### src/rtl/exc_controller_if.sv
// Bundle of execute-stage signals exchanged between the core and the
// exception controller. The core drives the instruction status and read
// select; the controller returns redirect/kill decisions and its state.
interface exc_controller_if #(
    parameter int N = 64
);
    logic [N-1:0] PC_E;
    logic         ExcInvalid;
    logic         ExtIRQ;
    logic         Eret;
    logic [1:0]   ExcRegSel;
    logic         EProc;
    logic         ERetTaken;
    logic         Kill;
    logic [N-1:0] ExcVector;
    logic [N-1:0] ELR;
    logic [N-1:0] ESR;
    logic [N-1:0] ExcRegData;
    logic         InHandler;
    logic         IrqAck;

    // Core side: drives execute-stage status, consumes controller decisions.
    modport master (
        output PC_E, ExcInvalid, ExtIRQ, Eret, ExcRegSel,
        input  EProc, ERetTaken, Kill, ExcVector, ELR, ESR, ExcRegData,
               InHandler, IrqAck
    );

    // Controller side.
    modport slave (
        input  PC_E, ExcInvalid, ExtIRQ, Eret, ExcRegSel,
        output EProc, ERetTaken, Kill, ExcVector, ELR, ESR, ExcRegData,
               InHandler, IrqAck
    );
endinterface

### src/rtl/exc_controller.sv
// Exception / interrupt sequencer for the single-cycle LEGv8 core.
// Decides when control leaves normal flow (invalid opcode, stray ERET,
// external IRQ), redirects to the handler vector or back through ERET,
// and holds ELR / ESR / a saturating exception counter readable by MRS.
module exc_controller #(
    parameter int          N          = 64,
    parameter logic [N-1:0] EXC_VECTOR = 64'h0000_0000_0000_00D8
) (
    input  logic              clk,
    input  logic              reset,
    exc_controller_if.slave   bus
);

    typedef enum logic {
        ST_NORMAL  = 1'b0,
        ST_HANDLER = 1'b1
    } state_t;

    localparam logic [1:0] CODE_INVALID = 2'd1;
    localparam logic [1:0] CODE_IRQ     = 2'd2;
    localparam logic [1:0] CODE_DOUBLE  = 2'd3;

    state_t       state_q, state_d;
    logic [N-1:0] elr_q,   elr_d;
    logic [1:0]   esr_q,   esr_d;
    logic [15:0]  cnt_q,   cnt_d;
    logic         ack_q,   ack_d;

    logic         eproc_s;
    logic         eret_taken_s;
    logic         kill_s;
    logic [N-1:0] rd_data_s;

    // Counter increment that holds at all-ones instead of wrapping.
    function automatic logic [15:0] sat_inc(input logic [15:0] v);
        if (v == 16'hFFFF) begin
            return v;
        end else begin
            return v + 16'd1;
        end
    endfunction

    // Next-state and same-cycle control decisions; reset forces idle outputs.
    always_comb begin
        state_d      = state_q;
        elr_d        = elr_q;
        esr_d        = esr_q;
        cnt_d        = cnt_q;
        ack_d        = 1'b0;
        eproc_s      = 1'b0;
        eret_taken_s = 1'b0;
        kill_s       = 1'b0;
        if (!reset) begin
            state_d = ST_NORMAL;
            elr_d   = {N{1'b0}};
            esr_d   = 2'd0;
            cnt_d   = 16'd0;
        end else begin
            case (state_q)
                ST_NORMAL: begin
                    // ERET outside a handler is treated as an invalid opcode.
                    if (bus.ExcInvalid || bus.Eret) begin
                        eproc_s = 1'b1;
                        kill_s  = 1'b1;
                        elr_d   = bus.PC_E;
                        esr_d   = CODE_INVALID;
                        cnt_d   = sat_inc(cnt_q);
                        state_d = ST_HANDLER;
                    end else if (bus.ExtIRQ) begin
                        eproc_s = 1'b1;
                        kill_s  = 1'b1;
                        elr_d   = bus.PC_E;
                        esr_d   = CODE_IRQ;
                        cnt_d   = sat_inc(cnt_q);
                        ack_d   = 1'b1;
                        state_d = ST_HANDLER;
                    end else begin
                        state_d = ST_NORMAL;
                    end
                end
                ST_HANDLER: begin
                    // IRQs are masked here; ELR is preserved on a double fault
                    // so the original return address survives.
                    if (bus.ExcInvalid) begin
                        eproc_s = 1'b1;
                        kill_s  = 1'b1;
                        esr_d   = CODE_DOUBLE;
                        cnt_d   = sat_inc(cnt_q);
                    end else if (bus.Eret) begin
                        eret_taken_s = 1'b1;
                        state_d      = ST_NORMAL;
                    end else begin
                        state_d = ST_HANDLER;
                    end
                end
                default: begin
                    state_d = ST_NORMAL;
                end
            endcase
        end
    end

    // State and exception-register update on the rising clock edge.
    always_ff @(posedge clk) begin
        state_q <= state_d;
        elr_q   <= elr_d;
        esr_q   <= esr_d;
        cnt_q   <= cnt_d;
        ack_q   <= ack_d;
    end

    // MRS-style read port for the execute stage.
    always_comb begin
        rd_data_s = {N{1'b0}};
        case (bus.ExcRegSel)
            2'b00:   rd_data_s = elr_q;
            2'b01:   rd_data_s = {{(N-2){1'b0}}, esr_q};
            2'b10:   rd_data_s = {{(N-16){1'b0}}, cnt_q};
            2'b11:   rd_data_s = {N{1'b0}};
            default: rd_data_s = {N{1'b0}};
        endcase
    end

    assign bus.EProc      = eproc_s;
    assign bus.ERetTaken  = eret_taken_s;
    assign bus.Kill       = kill_s;
    assign bus.ExcVector  = EXC_VECTOR;
    assign bus.ELR        = elr_q;
    assign bus.ESR        = {{(N-2){1'b0}}, esr_q};
    assign bus.ExcRegData = rd_data_s;
    assign bus.InHandler  = (state_q == ST_HANDLER);
    assign bus.IrqAck     = ack_q;

endmodule

### src/flat_wrapper.sv
// flat-port wrapper written by rule: the top's interface ports become plain ports
module exc_controller_flat 
#(
    parameter int          N          = 64,
    parameter logic [N-1:0] EXC_VECTOR = 64'h0000_0000_0000_00D8
)
  (clk, reset, bus_PC_E, bus_ExcInvalid, bus_ExtIRQ, bus_Eret, bus_ExcRegSel, bus_EProc, bus_ERetTaken, bus_Kill, bus_ExcVector, bus_ELR, bus_ESR, bus_ExcRegData, bus_InHandler, bus_IrqAck);
  exc_controller_if #(.N(N)) bus_i ();
  input  logic clk;
  input  logic reset;
  input wire logic [$bits(bus_i.PC_E)-1:0] bus_PC_E;
  input wire logic [$bits(bus_i.ExcInvalid)-1:0] bus_ExcInvalid;
  input wire logic [$bits(bus_i.ExtIRQ)-1:0] bus_ExtIRQ;
  input wire logic [$bits(bus_i.Eret)-1:0] bus_Eret;
  input wire logic [$bits(bus_i.ExcRegSel)-1:0] bus_ExcRegSel;
  output wire logic [$bits(bus_i.EProc)-1:0] bus_EProc;
  output wire logic [$bits(bus_i.ERetTaken)-1:0] bus_ERetTaken;
  output wire logic [$bits(bus_i.Kill)-1:0] bus_Kill;
  output wire logic [$bits(bus_i.ExcVector)-1:0] bus_ExcVector;
  output wire logic [$bits(bus_i.ELR)-1:0] bus_ELR;
  output wire logic [$bits(bus_i.ESR)-1:0] bus_ESR;
  output wire logic [$bits(bus_i.ExcRegData)-1:0] bus_ExcRegData;
  output wire logic [$bits(bus_i.InHandler)-1:0] bus_InHandler;
  output wire logic [$bits(bus_i.IrqAck)-1:0] bus_IrqAck;
  assign bus_i.PC_E = bus_PC_E;
  assign bus_i.ExcInvalid = bus_ExcInvalid;
  assign bus_i.ExtIRQ = bus_ExtIRQ;
  assign bus_i.Eret = bus_Eret;
  assign bus_i.ExcRegSel = bus_ExcRegSel;
  assign bus_EProc = bus_i.EProc;
  assign bus_ERetTaken = bus_i.ERetTaken;
  assign bus_Kill = bus_i.Kill;
  assign bus_ExcVector = bus_i.ExcVector;
  assign bus_ELR = bus_i.ELR;
  assign bus_ESR = bus_i.ESR;
  assign bus_ExcRegData = bus_i.ExcRegData;
  assign bus_InHandler = bus_i.InHandler;
  assign bus_IrqAck = bus_i.IrqAck;
  exc_controller #(.N(N), .EXC_VECTOR(EXC_VECTOR)) u_core (.clk(clk), .reset(reset), .bus(bus_i));
endmodule
### config.mk
export PLATFORM = sky130hd
export DESIGN_NAME = exc_controller_flat
export DESIGN_NICKNAME = d
export VERILOG_FILES = /design/src/rtl/exc_controller_if.sv /design/src/rtl/exc_controller.sv /design/src/flat_wrapper.sv
export SDC_FILE = /design/constraint.sdc
export NUM_CORES = 1
export LEC_CHECK = 0
export CAP_MARGIN = 15
export CORE_MARGIN = 5
export CORE_UTILIZATION = 32
export DETAILED_ROUTE_END_ITERATION = 10
export GPL_TIMING_DRIVEN = 0
export PLACE_DENSITY = 0.81
export SYNTH_ARGS = -nofsm -noshare
export SYNTH_HDL_FRONTEND = slang
export SYNTH_SLANG_ARGS = --single-unit
### constraint.sdc
create_clock -name clk -period 1.62 [get_ports clk]
set_clock_uncertainty 0.15 [all_clocks]
set_input_delay 0.324 -clock clk [delete_from_list [all_inputs] [get_ports clk]]
set_output_delay 0.324 -clock clk [all_outputs]
set_load 0.05 [all_outputs]
==> results of run 1 <==
worst paths after layout:
kind	startpoint	end	slack [ps]
worst max-delay path	bus_ExcRegSel[1]	bus_ExcRegData[57]	-170
worst min-delay path	reset	u_core.esr_q[1]	130
worst max register to register	u_core.bus.InHandler	u_core.cnt_q[12]	-130
worst min register to register	u_core.bus.ELR[27]	u_core.bus.ELR[27]	320
layer usage:
metal  vias to the layer above  part of all wire (%)
met2                       266                    54
met4                         0                   2.5
met3                        36                   7.3
met1                      2472                    36
met5                         -                     0
li1                       2544                     -
state kept, by name, indices dropped and copies added, names as in the netlist:
| register | count |
|---|---|
| u_core.bus.IrqAck | 1 |
| u_core.bus.ELR | 64 |
| u_core.esr_q | 2 |
| u_core.cnt_q | 16 |
| u_core.bus.InHandler | 1 |
Yosys cell counts (4+ instances only):
cell        n
buf_4     127
nand2_1   141
or3_1       5
dfxtp_1    84
or4_1       8
o21ai_0     7
o31ai_1     8
mux2i_1    19
nor2_1     23
clkbuf_1   25
and2_1     48
nor3_1      5
a21oi_1    77
buf_1       4
per-stage QoR:
step | area, µm² | hold WS (ps) | util [%]
after floorplan | 5540 | 253 | -
after global placement | 7800 | 301 | 53.6
after detailed placement | 7800 | 303 | 53.6
after CTS | 8980 | 134 | 61.8
after global routing | 9410 | 130 | 64.7
final | 9410 | 133 | 64.7
cell families after synthesis:
kind of cell,after synthesis
other,2
and+or+nand+nor,247
DFF,84
buffers and inverters,164
AOI/OAI and AO/OA,101
muxes,19
adders and majority gates,1
area by class of cell:
class | instances | area, µm² | area share [%]
diodes | 2 | 5.00 | 0.0532
clock inverters | 3 | 18.8 | 0.199
well taps | 184 | 230 | 2.45
inverters | 4 | 17.5 | 0.186
plain buffers | 159 | 1380 | 14.6
multi-input cells | 496 | 3090 | 32.9
flip-flops and latches | 84 | 1740 | 18.5
clock buffers | 13 | 262 | 2.78
repair buffers | 238 | 2670 | 28.4
power by group:
group	internal (mW)	total (mW)	leakage [nW]	switching [mW]
clock network	1.13	1.99	0.135	0.852
registers	2.18	2.31	0.704	0.127
logic	1.01	2.81	3.47	1.80
total	4.32	7.10	4.31	2.78
timing repair:
item	in CTS	in global routing
setup endpoints to repair	215	159
gates cloned	7	6
setup buffers	19	8
pin swaps	46	10
gates resized for setup	840	175
==> impl_metrics.py, run 1 <==
metrics = {
    "synth": {
        "yosys_warnings": 0,
        "synth-simple-area-share_pct": 24.7,
        "ys_ff_latch": 84,
        "synth_top_area_share_pct": 35.5,
        "ys.flop_type": "dfxtp_1",
        "synth_xor_area_share_pct": 0,
        "synthTopCellsByArea": "dfxtp_1, buf_4, nand2_1, a21oi_1, and2_1",
        "synth_edf_count": 0,
        "netlist_area_um2": 4740,
        "synthAdderAreaFrac_pct": 0.264,
        "syn_area_per_cell_um2": 7.66,
        "synth_compound_area_share_pct": 12.0,
        "synth_top_family_by_area": "simple AND/OR/NAND/NOR gates",
        "synth_largest_area_cell": "dfxtp_1",
        "synth_cell_types": 39,
        "synth.mux.area_fraction_pct": 4.02,
        "async_flop_share_pct": 0,
        "synthCells": 618,
        "ys_seq_area_share_pct": 35.5,
    },
    "setup_path": {
        "worst_r2r_path_depth": 6,
        "crit_fanout": 5,
        "cp_num_cells": 7,
        "crit_required_ps": 1150,
        "end_kind": "output pin",
        "cp-start-kind": "input port",
        "critPathSlowestCell": "nor2_4",
        "critPathKind": "input port to output pin",
        "critPathTopFamily": "buffers and inverters",
        "worstPathArrival_ps": 1320,
        "path_buf_inv": 5,
        "path_cells": "clkbuf_16, nor2_4, buf_6, buf_6, clkbuf_16, and2_4, buf_8",
        "max_stage_delay_ps": 170,
    },
    "placement": {
        "dpl_worst_slack_ps": -1230,
        "place_inst": 1128,
        "hpwl_mm": 13.8,
        "place_congestion": 0.876,
        "io_buffers": 202,
    },
    "sta": {
        "layout_setup_ws_ps": -174,
        "max_freq_mhz": 558,
        "grt_setup_unrepaired": "true",
        "maxSlewHeadroom_pct": 51.0,
        "period_share_pct": 111,
        "max_slew.worst_pin.slew_ps": 735,
        "setup_viol": 59,
        "hold_violations": 0,
        "slew_violations": 0,
        "finalSetupTns_ps": -4920,
        "min_period_ps": 1790,
    },
    "pwr": {
        "p_total_mw": 7.10,
        "power.density_nw_per_um2": 755,
        "p_leak_nw": 4.31,
        "max-vdd-ir-drop_v": 0.000584,
    },
    "routing": {
        "ant_nets": 0,
        "via_count": 5318,
        "drt-initial-drc-count": 252,
        "routed_wl_mm": 19.7,
        "drt-pass1-iter-count": 5,
        "avgRoutedWirePerCell_um": 16.6,
        "drcViolationCount": 0,
        "vias_per_cell": 4.50,
    },
    "die": {
        "die_h_um": 132,
        "core_um2": 14500,
        "fp-row-count": 44,
        "initial_core_util_pct": 32.6,
        "dieArea_um2": 17300,
        "io_pins": 332,
        "chipWidth_um": 132,
    },
    "global_route": {
        "grt_usage_pct": 20.7,
        "overflow": 0,
        "grtUsageMet2_pct": 37.6,
        "met3_usage_pct": 5.54,
        "first_global_vias": 4911,
        "antenna_found_initial": 2,
        "grt_max_degree": 14,
        "grt_busiest_layer": "met2",
        "grt_pass1_wl_mm": 28.5,
        "globalRouteMet1Util_pct": 22.5,
    },
    "hold_path": {
        "holdPathStages": 2,
        "hp-class": "input port to flop",
    },
    "cells_and_area": {
        "fin_nets": 1064,
        "fillerInstances": 1140,
        "fin_cells": 1183,
        "layout_commonest_cell": "buf_4",
        "drive_above_1_share_pct": 50.2,
        "area_growth_pct": 98.7,
        "layout_common_cells": "buf_4, conb_1, nand2_1",
    },
    "status": {
        "status": "complete, but fails checks",
        "violations": "negative setup slack",
    },
    "cts": {
        "clk_pin_slew_ps": 60,
        "numCtsBuffers": 9,
        "cts_tree": "yes",
        "cts_sinks": 84,
        "cts_buffer_depth": 2,
        "htreeDepth": 3,
        "cts_root_buf": "clkbuf_16",
        "clk-insertion-delay-late_ps": 340,
        "hold_buffers": 0,
    },
    "run": {
        "maxCapViolations": 0,
    },
}
No activity file was read; power rests on OpenSTA's default activity.
==> run 2: changes to the inputs <==
--- a/config.mk
+++ b/config.mk
@@ -6,11 +6,13 @@
 export NUM_CORES = 1
 export LEC_CHECK = 0
 export CAP_MARGIN = 15
-export CORE_MARGIN = 5
-export CORE_UTILIZATION = 32
+export CORE_AREA = 5 5 127 129
+export CTS_BUF_LIST = sky130_fd_sc_hd__clkbuf_8
 export DETAILED_ROUTE_END_ITERATION = 10
+export DIE_AREA = 0 0 132 134
 export GPL_TIMING_DRIVEN = 0
-export PLACE_DENSITY = 0.81
+export HOLD_SLACK_MARGIN = 0.08
+export PLACE_DENSITY = 0.79
 export SYNTH_ARGS = -nofsm -noshare
 export SYNTH_HDL_FRONTEND = slang
 export SYNTH_SLANG_ARGS = --single-unit
==> constraint.sdc (replaced) <==
create_clock -name clk -period 2.14 [get_ports clk]
set_clock_uncertainty 0.15 [all_clocks]
set_input_delay 0.428 -clock clk [delete_from_list [all_inputs] [get_ports clk]]
set_output_delay 0.428 -clock clk [all_outputs]
set_load 0.05 [all_outputs]
==> impl_metrics.py, run 2 (synthesis results as in run 1) <==
metrics = {
    "status": {
        "status": "complete, no violations",
    },
    "placement": {
        "dpl-instance-area_um2": 7540,
        "dpl_worst_slack_ps": -1360,
        "hpwl_mm": 14.0,
        "io_buffers": 202,
        "place_congestion": 0.825,
    },
    "cts": {
        "clk-insertion-delay-late_ps": 350,
        "clk_pin_slew_ps": 80,
        "cts_root_buf": "clkbuf_8",
        "hold_buffers": 0,
        "numCtsBuffers": 9,
        "htreeDepth": 3,
        "cts_sinks": 84,
        "cts_buffer_depth": 2,
        "cts_tree": "yes",
    },
    "sta": {
        "min_period_ps": 2090,
        "layout_setup_ws_ps": 46.3,
        "max_slew.worst_pin.slew_ps": 649,
        "setup_viol": 0,
        "slew_violations": 0,
        "finalSetupTns_ps": 0,
        "grt_setup_unrepaired": "false",
        "maxSlewHeadroom_pct": 56.7,
        "hold_violations": 0,
        "max_freq_mhz": 478,
        "period_share_pct": 97.8,
        "whs_ps": 279,
    },
    "die": {
        "io_pins": 332,
        "core_um2": 14900,
        "initial_core_util_pct": 31.7,
        "chipWidth_um": 132,
        "fp-row-count": 45,
        "die_h_um": 134,
        "dieArea_um2": 17700,
    },
    "cells_and_area": {
        "finalInstanceArea_um2": 7670,
        "fillerInstances": 1487,
        "layout_commonest_cell": "nand2_1",
        "drive_above_1_share_pct": 28.2,
        "layout_common_cells": "nand2_1, buf_4, conb_1",
        "fin_nets": 1028,
        "area_growth_pct": 62.0,
        "largest_register_ffs": 64,
        "diodes": 0,
    },
    "setup_path": {
        "critPathSlowestCell": "clkbuf_4",
        "path_cells": "clkbuf_4, nor2_4, clkbuf_8, clkbuf_8, and2_4, buf_4",
        "critPathKind": "input port to output pin",
        "crit_fanout": 10,
        "r2r_start": "u_core.cnt_q[0]",
        "end_kind": "output pin",
        "cp-startpoint": "bus_ExcRegSel[1]",
        "cp-start-kind": "input port",
        "max_stage_delay_ps": 200,
        "crit_top_cell": "clkbuf_8",
        "crit_required_ps": 1560,
        "worstPathArrival_ps": 1520,
    },
    "global_route": {
        "grt_max_degree": 14,
        "grt_usage_pct": 18.5,
        "overflow": 0,
        "first_global_vias": 4660,
        "antenna_found_initial": 0,
        "grt_pass1_wl_mm": 26.2,
    },
    "routing": {
        "vias_per_cell": 4.24,
        "drt-pass1-iter-count": 4,
        "drt-initial-drc-count": 205,
        "via_count": 4869,
        "drcViolationCount": 0,
        "avgRoutedWirePerCell_um": 15.2,
        "ant_nets": 0,
        "routed_wl_mm": 17.4,
    },
    "hold_path": {
        "hp-class": "input port to flop",
        "holdCritStartpoint": "reset",
    },
    "pwr": {
        "power.density_nw_per_um2": 616,
        "p_leak_nw": 3.95,
        "max-vdd-ir-drop_v": 0.000461,
        "p_total_mw": 4.73,
    },
    "run": {
        "maxCapViolations": 0,
    },
}
run 2: changes by cell type in the layout (fill, tap and decap cells not counted), moves of 15 or more:
cell,previous run,this run
dlygate4sd2_1,2,60
dfxtp_1,60,83
and2_4,47,8
clkdlybuf4s15_2,38,15
nand2_1,121,141
and2_1,0,28
clkbuf_8,0,15
buf_8,65,0
nand2_2,15,0
clkbuf_16,19,0
run 2: final timing paths:
kind	to	cells past startpoint	slack (ps)
worst max-delay path	bus_ExcRegData[21]	6	50
worst min-delay path	u_core.esr_q[1]	2	280
worst max register to register	u_core.cnt_q[12]	6	160
worst min register to register	u_core.bus.ELR[63]	2	310
run 2: through the flow:
step / utilization, % / cells
after floorplan: - / 742
after global placement: 50.5 / 1132
after detailed placement: 50.5 / 1132
after CTS: 51.5 / 1148
after global routing: 51.4 / 1148
final: 51.4 / 1148
run 2: report_power, final:
| part | internal (mW) | total (mW) | switching (mW) |
|---|---|---|---|
| clock network | 0.629 | 1.21 | 0.582 |
| logic | 0.517 | 1.78 | 1.26 |
| registers | 1.65 | 1.73 | 0.0789 |
| total | 2.80 | 4.73 | 1.92 |
run 2: final cells by class:
| class | instances | area [µm²] | share of cell area, % |
|---|---|---|---|
| Clock buffer | 12 | 165 | 2.15 |
| Tap cell | 188 | 235 | 3.07 |
| Sequential cell | 84 | 1680 | 21.9 |
| Clock inverter | 3 | 45.0 | 0.587 |
| Multi-Input combinational cell | 494 | 2520 | 32.9 |
| Inverter | 4 | 15.0 | 0.196 |
| Timing Repair Buffer | 203 | 1850 | 24.1 |
| Buffer | 160 | 1160 | 15.1 |
run 2: critical path: cells and delay by family:
kind	cells	cell delay (ps)
simple gates	2	300
buf+inv	4	760
run 2: what timing repair did:
action,CTS,global route
pin swaps,1,1
buffers inserted,1,0
endpoints found under the hold margin,0,0
setup endpoints to repair,184,60
gates resized for setup,367,68
run 2: layer usage:
| layer | GRT usage [%] | share of wire, % | routed length, µm |
|---|---|---|---|
| met4 | 4.97 | 1.5 | 255 |
| met2 | 31.9 | 50 | 8730 |
| met1 | 22.0 | 40 | 6960 |
| met3 | 6.19 | 8.3 | 1450 |
| met5 | 0 | 0 | 0 |
